**src/rtl/trng_pkg.sv**
```systemverilog
`default_nettype none
// ============================================================================
//  Module      : trng_pkg
//  Description : Shared types and constants for the TRNG control sequencer.
//                Holds the sequencer state encoding, the word width and the
//                stuck-at-ones pattern used by the health check.
//  Revision    : 1.0 - initial release
// ============================================================================
package trng_pkg;

    // Number of sampler bits that make up one random word
    localparam int unsigned TRNG_WORD_BITS = 32;

    // A word of all ones means the sampler output is stuck high
    localparam logic [31:0] TRNG_STUCK_ONES = 32'hFFFF_FFFF;

    // Sequencer states, explicit 3-bit encoding
    typedef enum logic [2:0] {
        ST_IDLE    = 3'd0,
        ST_WARMUP  = 3'd1,
        ST_CLEAR   = 3'd2,
        ST_SAMPLE  = 3'd3,
        ST_SETTLE  = 3'd4,
        ST_CAPTURE = 3'd5,
        ST_STALL   = 3'd6
    } trng_ctrl_state_t;

endpackage : trng_pkg
`default_nettype wire

```
**src/rtl/trng_word_fifo.sv**
```systemverilog
`default_nettype none
// ============================================================================
//  Module      : trng_word_fifo
//  Description : First-word-fall-through buffer for accepted random words.
//                data_out always shows the head entry while empty is low.
//                Ports: clk, rst (sync, active-high), flush (empties buffer,
//                drops a same-cycle push), push/data_in, pop/data_out,
//                empty, full, level (occupancy).
//  Revision    : 1.0 - initial release
// ============================================================================
module trng_word_fifo #(
    parameter int unsigned DEPTH = 4,
    parameter int unsigned WIDTH = 32
) (
    input  logic                       clk,
    input  logic                       rst,
    input  logic                       flush,
    input  logic                       push,
    input  logic [WIDTH-1:0]           data_in,
    input  logic                       pop,
    output logic [WIDTH-1:0]           data_out,
    output logic                       empty,
    output logic                       full,
    output logic [$clog2(DEPTH):0]     level
);

    localparam int unsigned c_AW = $clog2(DEPTH);

    logic [WIDTH-1:0] r_mem [DEPTH];
    logic [c_AW-1:0]  r_wr_ptr;
    logic [c_AW-1:0]  r_rd_ptr;
    logic [c_AW:0]    r_level;

    logic w_do_pop;
    logic w_do_push;

    assign empty    = (r_level == '0);
    assign full     = (r_level == (c_AW+1)'(DEPTH));
    assign level    = r_level;
    assign data_out = r_mem[r_rd_ptr];

    // A pop on an empty buffer is ignored. When full, a push is still
    // accepted alongside a pop because the head slot frees at the same edge.
    assign w_do_pop  = pop & ~empty;
    assign w_do_push = push & (~full | w_do_pop);

    always_ff @(posedge clk) begin
        if (rst) begin
            r_wr_ptr <= '0;
            r_rd_ptr <= '0;
            r_level  <= '0;
            for (int i = 0; i < int'(DEPTH); i++) begin
                r_mem[i] <= '0;
            end
        end else if (flush) begin
            r_wr_ptr <= '0;
            r_rd_ptr <= '0;
            r_level  <= '0;
        end else begin
            if (w_do_push) begin
                r_mem[r_wr_ptr] <= data_in;
                r_wr_ptr        <= r_wr_ptr + c_AW'(1);
            end
            if (w_do_pop) begin
                r_rd_ptr <= r_rd_ptr + c_AW'(1);
            end
            case ({w_do_push, w_do_pop})
                2'b10:   r_level <= r_level + (c_AW+1)'(1);
                2'b01:   r_level <= r_level - (c_AW+1)'(1);
                default: r_level <= r_level;
            endcase
        end
    end

endmodule : trng_word_fifo
`default_nettype wire

```
**src/rtl/trng_ctrl.sv**
```systemverilog
`default_nettype none
// ============================================================================
//  Module      : trng_ctrl
//  Description : Sequencer driving the TRNG sampler's enable, sample_trig
//                and clear lines. Warms the oscillators up, issues paced
//                sample triggers, collects 32-bit words, health-checks them
//                and buffers accepted words for the register front end.
//                Ports: clk, rst; ctrl_enable, flush, status_clr (control);
//                trng_enable/trng_sample_trig/trng_clear (to sampler);
//                trng_random/trng_count (from sampler); rnd_data/rnd_valid/
//                rnd_ready/fifo_level (word stream); warm, busy,
//                health_fail_cnt, rep_fail, seq_err (status).
//  Revision    : 1.0 - initial release
// ============================================================================
module trng_ctrl
    import trng_pkg::*;
#(
    parameter int unsigned WARMUP_CYCLES = 1024,
    parameter int unsigned SAMPLE_DIV    = 16,
    parameter int unsigned FIFO_DEPTH    = 4
) (
    input  logic                          clk,
    input  logic                          rst,
    input  logic                          ctrl_enable,
    input  logic                          flush,
    input  logic                          status_clr,
    output logic                          trng_enable,
    output logic                          trng_sample_trig,
    output logic                          trng_clear,
    input  logic [31:0]                   trng_random,
    input  logic [31:0]                   trng_count,
    output logic [31:0]                   rnd_data,
    output logic                          rnd_valid,
    input  logic                          rnd_ready,
    output logic [$clog2(FIFO_DEPTH):0]   fifo_level,
    output logic                          warm,
    output logic                          busy,
    output logic [15:0]                   health_fail_cnt,
    output logic                          rep_fail,
    output logic                          seq_err
);

    localparam int unsigned c_WARM_W = $clog2(WARMUP_CYCLES + 1);
    localparam int unsigned c_DIV_W  = $clog2(SAMPLE_DIV);
    localparam int unsigned c_BIT_W  = $clog2(TRNG_WORD_BITS + 1);

    localparam logic [c_WARM_W-1:0] c_WARM_LOAD = c_WARM_W'(WARMUP_CYCLES - 1);
    localparam logic [c_DIV_W-1:0]  c_DIV_LAST  = c_DIV_W'(SAMPLE_DIV - 1);
    localparam logic [c_BIT_W-1:0]  c_LAST_BIT  = c_BIT_W'(TRNG_WORD_BITS - 1);

    trng_ctrl_state_t    r_state;
    logic [c_WARM_W-1:0] r_warm_cnt;
    logic [c_DIV_W-1:0]  r_div_cnt;
    logic [c_BIT_W-1:0]  r_bit_cnt;
    logic                r_warm;
    logic [31:0]         r_last_word;
    logic [15:0]         r_fail_cnt;
    logic                r_rep_fail;
    logic                r_seq_err;

    logic w_trig;
    logic w_capture;
    logic w_count_ok;
    logic w_repeat;
    logic w_accept;
    logic w_rep_hit;
    logic w_seq_hit;
    logic w_fifo_full;
    logic w_fifo_empty;

    // Sampler control lines decode straight from the state register
    assign w_trig           = (r_state == ST_SAMPLE) && (r_div_cnt == c_DIV_LAST);
    assign trng_enable      = (r_state != ST_IDLE);
    assign busy             = (r_state != ST_IDLE);
    assign trng_clear       = (r_state == ST_CLEAR);
    assign trng_sample_trig = w_trig;
    assign warm             = r_warm;

    // Health check; a dropped ctrl_enable abandons the word being captured
    assign w_capture  = (r_state == ST_CAPTURE) && ctrl_enable;
    assign w_count_ok = (trng_count == 32'(TRNG_WORD_BITS));
    assign w_repeat   = (trng_random == 32'h0) ||
                        (trng_random == TRNG_STUCK_ONES) ||
                        (trng_random == r_last_word);
    assign w_seq_hit  = w_capture & ~w_count_ok;
    assign w_rep_hit  = w_capture &  w_count_ok &  w_repeat;
    assign w_accept   = w_capture &  w_count_ok & ~w_repeat;

    always_ff @(posedge clk) begin
        if (rst) begin
            r_state    <= ST_IDLE;
            r_warm_cnt <= '0;
            r_div_cnt  <= '0;
            r_bit_cnt  <= '0;
            r_warm     <= 1'b0;
        end else if (!ctrl_enable) begin
            r_state    <= ST_IDLE;
            r_warm_cnt <= '0;
            r_div_cnt  <= '0;
            r_bit_cnt  <= '0;
            r_warm     <= 1'b0;
        end else begin
            case (r_state)
                ST_IDLE: begin
                    r_warm_cnt <= c_WARM_LOAD;
                    r_state    <= ST_WARMUP;
                end
                ST_WARMUP: begin
                    if (r_warm_cnt == '0) begin
                        r_warm  <= 1'b1;
                        r_state <= ST_CLEAR;
                    end else begin
                        r_warm_cnt <= r_warm_cnt - c_WARM_W'(1);
                    end
                end
                ST_CLEAR: begin
                    r_div_cnt <= '0;
                    r_bit_cnt <= '0;
                    // Only start a word when its result is sure to fit
                    r_state   <= w_fifo_full ? ST_STALL : ST_SAMPLE;
                end
                ST_SAMPLE: begin
                    if (w_trig) begin
                        r_div_cnt <= '0;
                        r_bit_cnt <= r_bit_cnt + c_BIT_W'(1);
                        if (r_bit_cnt == c_LAST_BIT) begin
                            r_state <= ST_SETTLE;
                        end
                    end else begin
                        r_div_cnt <= r_div_cnt + c_DIV_W'(1);
                    end
                end
                ST_SETTLE:  r_state <= ST_CAPTURE;
                ST_CAPTURE: r_state <= ST_CLEAR;
                ST_STALL: begin
                    if (!w_fifo_full) begin
                        r_state <= ST_SAMPLE;
                    end
                end
                default:    r_state <= ST_IDLE;
            endcase
        end
    end

    // Status: a clear in the same cycle as a new fail wins
    always_ff @(posedge clk) begin
        if (rst) begin
            r_last_word <= '0;
            r_fail_cnt  <= '0;
            r_rep_fail  <= 1'b0;
            r_seq_err   <= 1'b0;
        end else begin
            if (w_accept) begin
                r_last_word <= trng_random;
            end
            if (status_clr) begin
                r_fail_cnt <= '0;
                r_rep_fail <= 1'b0;
                r_seq_err  <= 1'b0;
            end else begin
                if (w_seq_hit) begin
                    r_seq_err <= 1'b1;
                end
                if (w_rep_hit) begin
                    r_rep_fail <= 1'b1;
                    if (r_fail_cnt != 16'hFFFF) begin
                        r_fail_cnt <= r_fail_cnt + 16'd1;
                    end
                end
            end
        end
    end

    assign health_fail_cnt = r_fail_cnt;
    assign rep_fail        = r_rep_fail;
    assign seq_err         = r_seq_err;

    trng_word_fifo #(
        .DEPTH (FIFO_DEPTH),
        .WIDTH (TRNG_WORD_BITS)
    ) u_fifo (
        .clk      (clk),
        .rst      (rst),
        .flush    (flush),
        .push     (w_accept),
        .data_in  (trng_random),
        .pop      (rnd_ready),
        .data_out (rnd_data),
        .empty    (w_fifo_empty),
        .full     (w_fifo_full),
        .level    (fifo_level)
    );

    assign rnd_valid = ~w_fifo_empty;

endmodule : trng_ctrl
`default_nettype wire

```
**config.mk**
```make
export PLATFORM = sky130hd
export DESIGN_NAME = trng_ctrl
export DESIGN_NICKNAME = d
export VERILOG_FILES = /design/src/rtl/trng_pkg.sv /design/src/rtl/trng_word_fifo.sv /design/src/rtl/trng_ctrl.sv
export SDC_FILE = /design/constraint.sdc
export NUM_CORES = 1
export LEC_CHECK = 0
export ABC_AREA = 1
export CORE_UTILIZATION = 35
export CTS_CLUSTER_DIAMETER = 80
export DETAILED_ROUTE_END_ITERATION = 12
export DONT_BUFFER_PORTS = 1
export GPL_ROUTABILITY_DRIVEN = 0
export PLACE_DENSITY_LB_ADDON = 0.2
export REMOVE_ABC_BUFFERS = 1
export SYNTH_ARGS = -nofsm -noshare
export SYNTH_HDL_FRONTEND = slang
export SYNTH_HIERARCHICAL = 1
export SYNTH_SLANG_ARGS = --single-unit
```
**constraint.sdc**
```tcl
create_clock -name clk -period 8.15 [get_ports clk]
set_input_delay 1.63 -clock clk [delete_from_list [all_inputs] [get_ports clk]]
set_output_delay 1.63 -clock clk [all_outputs]
set_load 0.02 [all_outputs]
```
==> run_results.csv, run 1 <==
group,metric,value,unit
run_status,status,"complete, no violations",
final_layout,n_antenna_cell,0,
final_layout,area_growth,10.1,%
sta,timing_worst_slew_pin_value,1290,ps
critical_path,rrSetupSlack,3850,ps
min_path,min_path_type,"flop to flop",
critical_path,worst_ep_required_time,8410,ps
final_layout,drive_gt1_share,6.01,%
grt,groute.usage.overall,17.8,%
critical_path,timing.critical_path.slowest_stage_cell,"sky130_fd_sc_hd__buf_4",
sta,number_of_hold_violations_in_the_final_report,0,
critical_path,crit_path_end_kind,"flop",
floorplan,floorplan.initialDensity,35.8,%
logic_synthesis,combinational_family_with_the_most_area_after_synthesis,"simple AND/OR/NAND/NOR gates",
logic_synthesis,ys_async_sr_fraction,0,%
detailed_routing,drtPass1Iterations,7,
job,cap_viol_max_count,0,
sta,final-setup-viol-count,0,
sta,worst_clock_skew,27.2,ps
grt,vias_in_the_first_global_route,7833,
sta,maxSlewHeadroom,13.4,%
critical_path,path_cells,"inv_1 -> nand2_1 -> nand2_1 -> nand2_1 -> nor2_1 -> nand2_1 -> nor2_1 -> nand2_1 -> nand2_4 -> inv_2 -> nand2_2 -> buf_4 -> inv_1 -> nand2_1 -> inv_2 -> nand2_4 -> inv_8 -> nand3_4 -> nand2_1 -> buf_4",
placement,buffer_ports.inserted,0,
sta,report.final.slew_viol_count,0,
critical_path,critical_path.endpoint,"u_fifo/r_mem[1][30]$_SDFFCE_PN0P_",
logic_synthesis,synth.yosys.seq_area_share,51.6,%
power_and_ir_drop,p_int,1.88,mW
detailed_routing,post_drt_via_cell_ratio,4.87,
logic_synthesis,synth_simple_gate_area_share,27.7,%
sta,grt_setup_unrepaired,"no",
floorplan,die_h,177,um
final_layout,final_net_count,1404,
detailed_routing,vias,8462,
final_layout,final_common_cell,"sky130_fd_sc_hd__nor2_1",
power_and_ir_drop,power_frac_seq,48.5,%
grt,grt_start_max_net_pins,66,
clock_tree,tritoncts.num_buffers,25,
floorplan,fp.dieArea,0.0313,mm^2
floorplan,row_count,63,
floorplan,die_w,177,um
clock_tree,clk-insertion-delay-late,540,ps
clock_tree,cts_root_buffer,"sky130_fd_sc_hd__clkbuf_16",
clock_tree,clock_tree_from_tritoncts,"yes",
power_and_ir_drop,vdd.ir_drop.worst,0.000182,V
detailed_routing,wl_met3,1900,um
sta,timing.setup.tns,0,ps
grt,number_of_antenna_violations_at_the_first_check_in_global_routing,0,
placement,place.detailed.hpwl,18200,um
critical_path,cpMostUsedCell,"sky130_fd_sc_hd__nand2_1",
grt,wire_length_of_the_first_global_routing_pass,43100,um
sta,worst_hold_slack,461,ps
critical_path,worst_r2r_start,"r_state[0]$_SDFFE_PP0P_",
sta,fmax,199,MHz
min_path,timing.hold.worst_path_depth,2,
floorplan,placeableCoreArea,0.0299,mm^2
logic_synthesis,share_of_the_synthesized_area_in_compound_gates_ao_oa_aoi_oai,7.45,%
sta,timing.final.crit_share,61.7,%
clock_tree,postCtsResizedCells,0,
final_layout,mostFrequentLayoutCells,"310 x sky130_fd_sc_hd__nor2_1, 242 x sky130_fd_sc_hd__nand2_1, 190 x sky130_fd_sc_hd__inv_1",
critical_path,worstPathArrival,5290,ps
logic_synthesis,synth.cell_area,0.0107,mm^2
power_and_ir_drop,cell_pwr_density,205,mW/mm^2
critical_path,worst_setup_path_startpoint,"trng_random[0]",
clock_tree,cts.repair_timing.setup_buffer_count,0,
logic_synthesis,synthCells,1347,
critical_path,path_max_fanout,65,
power_and_ir_drop,netSwitchingPower,536,uW
logic_synthesis,synthMuxAreaShare,0,%
clock_tree,clock_transition_at_path_regs,60,ps
detailed_routing,routed-wl-met2,13300,um
detailed_routing,drt-initial-drc-count,450,
final_layout,fin_area,0.0118,mm^2
detailed_routing,final_antenna_net_count,0,
sta,final_period_minus_worst_setup_slack,5030,ps
logic_synthesis,yosys_register_bits,212,
clock_tree,htreeDepth,1,
detailed_routing,detail_route.wl_per_cell,16.1,um
grt,gr-total-overflow,0,
detailed_routing,wirelength_met1,11900,um
logic_synthesis,number_of_distinct_library_cells_after_synthesis,44,
power_and_ir_drop,power.clock.fraction,47.1,%
critical_path,reg2regPathDepth,15,
logic_synthesis,synthXorXnorAreaFrac,2.29,%
logic_synthesis,dominantRegCellSynth,"sky130_fd_sc_hd__edfxtp_1",
power_and_ir_drop,combinational_group_share_of_total_power,4.3,%
clock_tree,bufs_on_longest_clock_path,3,
logic_synthesis,synth_enable_flop_cells,128,
power_and_ir_drop,p_leak,5.14,nW
critical_path,cp-start-kind,"primary input",
critical_path,cpPeakStageDelay,520,ps
clock_tree,postCtsHoldBufs,0,
detailed_routing,drc_errors,0,
detailed_routing,drt-total-wl,27900,um
logic_synthesis,post_syn_area_per_cell,7.95,um^2
logic_synthesis,synth_fa_ha_area_share,0.771,%
floorplan,io_pins,129,
clock_tree,numClockSinks,212,
critical_path,timing.rr.end,"u_fifo/r_mem[0][14]$_SDFFCE_PN0P_",
logic_synthesis,yosys_warnings,6,
placement,post_placement_cell_area,0.0109,mm^2
critical_path,path_class,"primary input to flop",
power_and_ir_drop,sw_ratio,22.2,%
detailed_routing,dr.max_layer_used,"met4",
==> registers in the layout (all words and copies together), names as in the netlist, 3 cells and up, named ones only <==
signal	count
u_fifo/r_mem	128
r_last_word	32
health_fail_cnt	16
r_state	3
r_warm_cnt	11
r_bit_cnt	6
u_fifo/level	3
r_div_cnt	4
==> area by class of cell <==
cell class | count | area (um^2)
multi-input cells | 879 | 4110
fillers | 3078 | 18100
clock inverters | 8 | 105
repair buffers | 7 | 52.6
well taps | 390 | 488
flip-flops and latches | 212 | 5530
inverters | 203 | 769
clock buffers | 38 | 736
==> through the flow <==
| stage | total power [mW] | utilization, % | instances | setup slack (ps) |
|---|---|---|---|---|
| global placement | 1.30 | 36.6 | 1691 | 2600 |
| finish | 2.41 | 39.5 | 1737 | 3120 |
| global route | 2.50 | 39.5 | 1737 | 2780 |
| floorplan | 1.27 | - | 1294 | 1720 |
| CTS | 2.44 | 39.5 | 1737 | 3100 |
| detailed placement | 1.30 | 36.6 | 1691 | 2530 |
==> synthesized netlist by cell type (2+ instances only) <==
cell type                  number  area share, %
sky130_fd_sc_hd__inv_1        190            6.7
sky130_fd_sc_hd__o22ai_1       33            1.9
sky130_fd_sc_hd__xor2_1         4           0.33
sky130_fd_sc_hd__xnor2_1       24            2.0
sky130_fd_sc_hd__clkbuf_1      24           0.84
sky130_fd_sc_hd__a31oi_1        2           0.12
sky130_fd_sc_hd__buf_2         11           0.51
sky130_fd_sc_hd__edfxtp_1     128             36
sky130_fd_sc_hd__o21ai_1        7           0.33
sky130_fd_sc_hd__nand2_4        4           0.42
sky130_fd_sc_hd__nand3_1       38            1.8
sky130_fd_sc_hd__nor2_4         2           0.21
sky130_fd_sc_hd__nor2_2         4           0.23
sky130_fd_sc_hd__nand2_1      242            8.5
sky130_fd_sc_hd__ha_1           5           0.58
sky130_fd_sc_hd__nor4_1         2           0.12
sky130_fd_sc_hd__buf_4          4           0.28
sky130_fd_sc_hd__nor3_1        43            2.0
sky130_fd_sc_hd__buf_1          2          0.070
sky130_fd_sc_hd__nor3_2         6           0.56
sky130_fd_sc_hd__nor2_1       310             11
sky130_fd_sc_hd__a21oi_1       26            1.2
sky130_fd_sc_hd__inv_2         11           0.39
sky130_fd_sc_hd__dfxtp_1       84             16
sky130_fd_sc_hd__o21ai_0       71            3.3
sky130_fd_sc_hd__buf_6         12            1.3
sky130_fd_sc_hd__nand4_1       41            2.4
==> worst min-delay path by stage <==
| stage | to | start | slack [ps] |
|---|---|---|---|
| 4_1_cts | flop | u_fifo/r_rd_ptr[1]$_SDFFE_PP0N_ | 470 |
| 3_5_place_dp | u_fifo/r_rd_ptr[1]$_SDFFE_PP0N_ | u_fifo/r_rd_ptr[1]$_SDFFE_PP0N_ | 450 |
| 3_3_place_gp | u_fifo/r_rd_ptr[1]$_SDFFE_PP0N_ | u_fifo/r_rd_ptr[1]$_SDFFE_PP0N_ | 450 |
| 6_report | flop | u_fifo/r_rd_ptr[1]$_SDFFE_PP0N_ | 460 |
| 5_1_grt | u_fifo/r_rd_ptr[1]$_SDFFE_PP0N_ | u_fifo/r_rd_ptr[1]$_SDFFE_PP0N_ | 490 |
| 2_1_floorplan | flop | u_fifo/r_rd_ptr[1]$_SDFFE_PP0N_ | 440 |
==> power groups by stage <==
stage | registers [mW] | clock network [mW] | logic, mW
6_report | 1.17 | 1.14 | 0.105
3_3_place_gp | 1.19 | 0 | 0.106
4_1_cts | 1.17 | 1.17 | 0.106
2_1_floorplan | 1.19 | 0 | 0.0784
5_1_grt | 1.17 | 1.20 | 0.117
3_5_place_dp | 1.19 | 0 | 0.106
==> kinds of logic (layout without fill, tap and decap cells) <==
family                     Yosys count  in the layout
DFF                                212            212
AOI/OAI and AO/OA                  146            146
xor gates and xnor gates            28             28
buffers and inverters              256            256
and+or+nand+nor                    699            699
adders and majority gates            6              6
==> routing by layer <==
metal	vias to the layer above	track usage [%]
met2	231	30.3
li1	4291	-
met3	39	4.17
met4	0	5.93
met5	-	0
met1	3901	21.9
==> worst max-delay path: cells and delay by family <==
kind | cells | cell delay, ps
simple gates | 13 | 2210
buf+inv | 7 | 1380
Note: power is estimated with default switching activity, not from simulation.
==> run 2, diff against run 1 <==
==> constraint.sdc (replaced) <==
create_clock -name clk -period 4.23 [get_ports clk]
set_input_delay 0.846 -clock clk [delete_from_list [all_inputs] [get_ports clk]]
set_output_delay 0.846 -clock clk [all_outputs]
set_load 0.02 [all_outputs]
==> run 2 against run 1 <==
Compared with the run above:
- first-iteration DRC count is 19% higher
- clock skew is 7.4 ps lower
- hold slack worse by 15 ps
- count of clock-buffer cells in the layout is 4 lower
- sequential power is 93% higher
- register-to-register slack worse by 3000 ps
- final cell count is 0.52% higher
- sequential share of layout area is 0.070 points higher
- core utilization is 0.059 points lower
- power is 86% higher
==> run_results.csv, run 2 (synthesis results as in run 1) <==
group,metric,value,unit
sta,maxSlewHeadroom,21.8,%
placement,place.detailed.instances,1700,
critical_path,worst_setup_path_startpoint,"r_state[0]$_SDFFE_PP0P_",
clock_tree,clk-insertion-delay-late,530,ps
floorplan,die_w,177,um
power_and_ir_drop,sw_ratio,22.9,%
placement,buffer_ports.inserted,0,
critical_path,path_max_fanout,32,
final_layout,regMostFlops,"u_fifo/r_mem",
final_layout,flip_flop_count_of_the_largest_register_after_layout,128,
floorplan,floorplan.initialDensity,35.8,%
critical_path,worst_r2r_start,"r_state[0]$_SDFFE_PP0P_",
grt,grt_start_max_net_pins,65,
sta,final-setup-viol-count,0,
final_layout,final_common_cell,"sky130_fd_sc_hd__nor2_1",
final_layout,number_of_standard_cells_in_the_final_layout_excluding_fillers,1746,
power_and_ir_drop,cell_pwr_density,381,mW/mm^2
critical_path,cp.buffers_inverters,8,
floorplan,placeableCoreArea,0.0299,mm^2
detailed_routing,drc_errors,0,
clock_tree,numClockSinks,212,
power_and_ir_drop,vdd.ir_drop.worst,0.000237,V
sta,fin_ws,871,ps
critical_path,timing.critical_path.depth,16,
critical_path,critical-path-top-delay-family,"buffers and inverters",
floorplan,io_pins,129,
detailed_routing,vias,8442,
sta,fmax,298,MHz
floorplan,fp.dieArea,0.0313,mm^2
power_and_ir_drop,power_frac_seq,50.3,%
final_layout,fillerInstances,3033,
clock_tree,postCtsResizedCells,0,
run_status,status,"complete, no violations",
clock_tree,postCtsHoldBufs,0,
grt,number_of_antenna_violations_at_the_first_check_in_global_routing,0,
detailed_routing,detail_route.wl_per_cell,16.4,um
critical_path,worst_ep_required_time,4380,ps
critical_path,critical_path.endpoint,"u_fifo/r_mem[1][3]$_SDFFCE_PN0P_",
clock_tree,tritoncts.num_buffers,25,
final_layout,area_growth,9.90,%
critical_path,path_cells,"inv_2 -> nor2_2 -> inv_2 -> nor3_4 -> inv_2 -> nor2_4 -> nand2_2 -> inv_1 -> nand2_1 -> inv_2 -> nand2_4 -> inv_8 -> buf_4 -> nand3_4 -> nand2_1 -> buf_4",
clock_tree,clock_transition_at_path_regs,60,ps
detailed_routing,drt-total-wl,28600,um
critical_path,cpMostUsedCell,"sky130_fd_sc_hd__inv_2",
critical_path,reg2regPathDepth,16,
sta,worst_clock_skew,19.8,ps
final_layout,mostFrequentLayoutCells,"310 x sky130_fd_sc_hd__nor2_1, 242 x sky130_fd_sc_hd__nand2_1, 190 x sky130_fd_sc_hd__inv_1",
sta,timing_worst_slew_pin_value,1170,ps
detailed_routing,final_antenna_net_count,0,
detailed_routing,drt-initial-drc-count,537,
sta,grt_setup_unrepaired,"no",
grt,wire_length_of_the_first_global_routing_pass,44600,um
clock_tree,cts_root_buffer,"sky130_fd_sc_hd__clkbuf_16",
power_and_ir_drop,p_leak,5.14,nW
critical_path,timing.critical_path.slowest_stage_cell,"sky130_fd_sc_hd__dfxtp_1",
critical_path,timing.rr.end,"u_fifo/r_mem[1][3]$_SDFFCE_PN0P_",
critical_path,path_class,"flop to flop",
floorplan,die_h,177,um
power_and_ir_drop,power.clock.fraction,45.2,%
critical_path,crit_path_end_kind,"flop",
power_and_ir_drop,netSwitchingPower,1.03,mW
critical_path,cp-start-kind,"flop",
final_layout,n_antenna_cell,0,
clock_tree,bufs_on_longest_clock_path,3,
detailed_routing,drtPass1Iterations,5,
placement,post-place-ws,542,ps
power_and_ir_drop,combinational_group_share_of_total_power,4.5,%
grt,vias_in_the_first_global_route,8077,
sta,report.final.slew_viol_count,0,
placement,place.detailed.hpwl,18400,um
power_and_ir_drop,power.total,4.49,mW
grt,gr-total-overflow,0,
clock_tree,clock_tree_from_tritoncts,"yes",
detailed_routing,post_drt_via_cell_ratio,4.84,
clock_tree,htreeDepth,1,
critical_path,cpPeakStageDelay,490,ps
job,cap_viol_max_count,0,
critical_path,rrSetupSlack,870,ps
min_path,min_path_type,"primary input to flop",
final_layout,drive_gt1_share,6.27,%
critical_path,worstPathArrival,3510,ps
sta,timing.final.crit_share,79.4,%
sta,final_period_minus_worst_setup_slack,3360,ps
grt,groute.usage.overall,18.3,%
clock_tree,cts.repair_timing.setup_buffer_count,0,
floorplan,row_count,63,
sta,number_of_hold_violations_in_the_final_report,0,
final_layout,final_net_count,1413,
power_and_ir_drop,p_int,3.46,mW
## run 2: changes by cell type in the layout (fill, tap and decap cells not counted)
cell / delta
sky130_fd_sc_hd__clkinv_1: +5
sky130_fd_sc_hd__inv_16: -1
sky130_fd_sc_hd__clkbuf_8: -3
sky130_fd_sc_hd__bufinv_16: -1
sky130_fd_sc_hd__clkinv_2: -1
sky130_fd_sc_hd__inv_6: +2
sky130_fd_sc_hd__buf_4: +9
sky130_fd_sc_hd__clkbuf_16: -1
## run 2: worst min path at each step
stage / start / endpoint / slack [ps] / depth (start not counted)
3_3_place_gp: u_fifo/r_rd_ptr[0]$_SDFFE_PP0N_ / flop / 450 / 1
4_1_cts: trng_random[1] / r_last_word[1]$_SDFFE_PP0P_ / 430 / 2
5_1_grt: trng_random[12] / r_last_word[12]$_SDFFE_PP0P_ / 450 / 2
2_1_floorplan: u_fifo/r_rd_ptr[1]$_SDFFE_PP0N_ / flop / 440 / 2
3_5_place_dp: u_fifo/r_rd_ptr[1]$_SDFFE_PP0N_ / flop / 460 / 2
6_report: trng_random[1] / r_last_word[1]$_SDFFE_PP0P_ / 450 / 2
## run 2: power by group through the flow
stage | clock [mW] | sequential, mW | combinational, mW
after global placement | 0 | 2.30 | 0.206
after detailed placement | 0 | 2.30 | 0.206
final | 2.03 | 2.26 | 0.204
after floorplan | 0 | 2.30 | 0.151
after CTS | 2.09 | 2.26 | 0.207
after global routing | 2.16 | 2.26 | 0.228
## run 2: area by class of cell
class                   instances  area [um^2]  share of cell area (%)
flip-flops and latches        212         5530                    47.0
multi-input cells             879         4110                    34.9
inverters                     203          769                    6.54
clock buffers                  34          669                    5.69
well taps                     390          488                    4.15
repair buffers                 16          120                    1.02
clock inverters                12         86.3                   0.734
## run 2: worst register-to-register path, delay by kind of cell (launching register included)
kind,cells,cell delay [ps]
simple gates,8,1180
flops,1,490
buf+inv,8,1320
## run 2: per-layer routing
| metal | global-route usage, % | up-vias | wire length, um |
|---|---|---|---|
| met2 | 31.3 | 207 | 13400 |
| met3 | 3.80 | 38 | 1730 |
| met1 | 23.4 | 3881 | 12700 |
| met5 | 0 | - | 0 |
| li1 | - | 4316 | - |
| met4 | 4.78 | 0 | 647 |
## run 2: stage by stage
step	TNS (ps)	hold WS [ps]	area, um^2	util [%]
CTS	0	432	11800	39.4
finish	0	447	11800	39.4
global placement	0	455	11000	36.9
floorplan	-45220	436	10400	-
detailed placement	0	460	11000	36.9
global route	0	447	11800	39.4
==> run 3, diff against run 2 <==
==> constraint.sdc (replaced) <==
create_clock -name clk -period 3.15 [get_ports clk]
set_input_delay 0.63 -clock clk [delete_from_list [all_inputs] [get_ports clk]]
set_output_delay 0.63 -clock clk [all_outputs]
set_load 0.02 [all_outputs]
==> run 3 against run 2 <==
Compared with the run above:
- final cell count grew 1.0%
- critical path depth shrank 12
- clock skew fell by 11 ps
- first-iteration DRC count shrank 36%
- core utilization up 0.92 points
- combinational power up 41%
- non-clock buffer count increased by 18
==> run_results.csv, run 3 (synthesis results as in run 1) <==
group,metric,value,unit
detailed_routing,drt-total-wl,28700,um
clock_tree,cts_root_buffer,"sky130_fd_sc_hd__clkbuf_16",
final_layout,flip_flop_count_of_the_largest_register_after_layout,128,
sta,number_of_hold_violations_in_the_final_report,0,
sta,timing_worst_slew_pin_value,724,ps
final_layout,regArea,0.00553,mm^2
min_path,min_path_type,"primary input to flop",
detailed_routing,wirelength_met1,12700,um
detailed_routing,final_antenna_net_count,0,
clock_tree,postCtsResizedCells,0,
critical_path,crit_path_end_kind,"output pin",
detailed_routing,drc_errors,0,
detailed_routing,detail_route.wl_per_cell,16.3,um
final_layout,final_net_count,1431,
detailed_routing,dr.max_layer_used,"met4",
floorplan,fp.dieArea,0.0313,mm^2
sta,final_period_minus_worst_setup_slack,2860,ps
placement,buffer_ports.inserted,0,
final_layout,mostFrequentLayoutCells,"310 x sky130_fd_sc_hd__nor2_1, 242 x sky130_fd_sc_hd__nand2_1, 190 x sky130_fd_sc_hd__inv_1",
clock_tree,clk-insertion-delay-late,520,ps
clock_tree,bufs_on_longest_clock_path,3,
placement,post_placement_cell_area,0.0112,mm^2
final_layout,layout.core_utilization,40.3,%
detailed_routing,post_drt_via_cell_ratio,4.85,
sta,report.final.slew_viol_count,0,
sta,grt_setup_unrepaired,"no",
power_and_ir_drop,p_leak,5.29,nW
floorplan,die_w,177,um
sta,worst_clock_skew,9.27,ps
critical_path,critical-path-top-delay-family,"compound AO/OA/AOI/OAI gates",
detailed_routing,vias,8551,
placement,post-place-ws,213,ps
critical_path,timing.critical_path.slowest_stage_cell,"sky130_fd_sc_hd__dfxtp_1",
placement,place.detailed.hpwl,19100,um
power_and_ir_drop,cell_pwr_density,523,mW/mm^2
power_and_ir_drop,vdd.ir_drop.worst,0.000358,V
detailed_routing,drt-initial-drc-count,346,
critical_path,cp-start-kind,"flop",
grt,number_of_antenna_violations_at_the_first_check_in_global_routing,0,
grt,wire_length_of_the_first_global_routing_pass,45000,um
sta,fin_ws,294,ps
critical_path,worst_ep_required_time,2520,ps
clock_tree,postCtsHoldBufs,0,
sta,timing.final.crit_share,90.7,%
floorplan,row_count,63,
grt,grt_start_max_net_pins,65,
critical_path,worstPathArrival,2230,ps
floorplan,die_h,177,um
final_layout,drive_gt1_share,7.93,%
final_layout,total_area_of_multi_input_combinational_cells,0.00411,mm^2
floorplan,placeableCoreArea,0.0299,mm^2
clock_tree,clock_transition_at_path_regs,60,ps
critical_path,path_cells,"inv_1 -> buf_4 -> o21ai_0 -> o22ai_1",
critical_path,cpPeakStageDelay,520,ps
job,cap_viol_max_count,0,
grt,groute.usage.overall,18.5,%
final_layout,regMostFlops,"u_fifo/r_mem",
clock_tree,htreeDepth,1,
final_layout,n_antenna_cell,0,
final_layout,fillerInstances,3050,
sta,maxSlewHeadroom,51.7,%
final_layout,fin_area,0.0120,mm^2
detailed_routing,routed-wl-met2,13700,um
sta,fmax,350,MHz
clock_tree,tritoncts.num_buffers,25,
floorplan,floorplan.initialDensity,35.8,%
clock_tree,cts.repair_timing.setup_buffer_count,0,
critical_path,cp.buffers_inverters,2,
detailed_routing,wl_met3,1760,um
detailed_routing,drtPass1Iterations,5,
grt,vias_in_the_first_global_route,8188,
floorplan,io_pins,129,
clock_tree,clock_tree_from_tritoncts,"yes",
sta,final-setup-viol-count,0,
critical_path,path_max_fanout,30,
run_status,status,"complete, no violations",
clock_tree,numClockSinks,212,
final_layout,final_common_cell,"sky130_fd_sc_hd__nor2_1",
final_layout,area_growth,12.5,%
critical_path,path_class,"flop to output pin",
grt,gr-total-overflow,0,
## run 3: worst paths after layout
| check | from | endpoint | cells past startpoint | slack [ps] |
|---|---|---|---|---|
| worst max-delay path | flop | rnd_data[12] | 4 | 290 |
| worst min-delay path | trng_random[1] | r_last_word[1]$_SDFFE_PP0P_ | 2 | 240 |
| worst max register to register | r_state[0]$_SDFFE_PP0P_ | u_fifo/r_mem[1][21]$_SDFFCE_PN0P_ | 15 | 550 |
| worst min register to register | u_fifo/r_rd_ptr[0]$_SDFFE_PP0N_ | flop | 1 | 470 |
## run 3: final cells by class
class,count,area share (%)
multi-input combinational,879,34.1
tap,390,4.05
inverter,203,6.39
timing repair buffer,34,2.54
sequential,212,45.9
clock buffer,30,5.43
clock inverter,16,1.58
## run 3: where the power goes
| part | total [mW] | switching (mW) | internal (mW) |
|---|---|---|---|
| clock network | 2.99 | 1.17 | 1.81 |
| registers | 3.03 | 0.0260 | 3.00 |
| logic | 0.287 | 0.202 | 0.0857 |
| total | 6.30 | 1.40 | 4.90 |
## run 3: routing by layer
| metal | global-route usage, % | vias to the layer above |
|---|---|---|
| met3 | 3.69 | 35 |
| met4 | 5.06 | 0 |
| met5 | 0 | - |
| met2 | 32.0 | 212 |
| met1 | 23.2 | 3957 |
| li1 | - | 4347 |
## run 3: through the flow
| step | cells | hold WS (ps) | setup TNS (ps) | total power, mW |
|---|---|---|---|---|
| 2_1_floorplan | 1294 | 436 | -134320 | 3.29 |
| 3_3_place_gp | 1718 | 455 | 0 | 3.38 |
| 3_5_place_dp | 1718 | 458 | 0 | 3.38 |
| 4_1_cts | 1764 | 219 | 0 | 6.38 |
| 5_1_grt | 1764 | 228 | 0 | 6.54 |
| 6_report | 1764 | 241 | 0 | 6.30 |
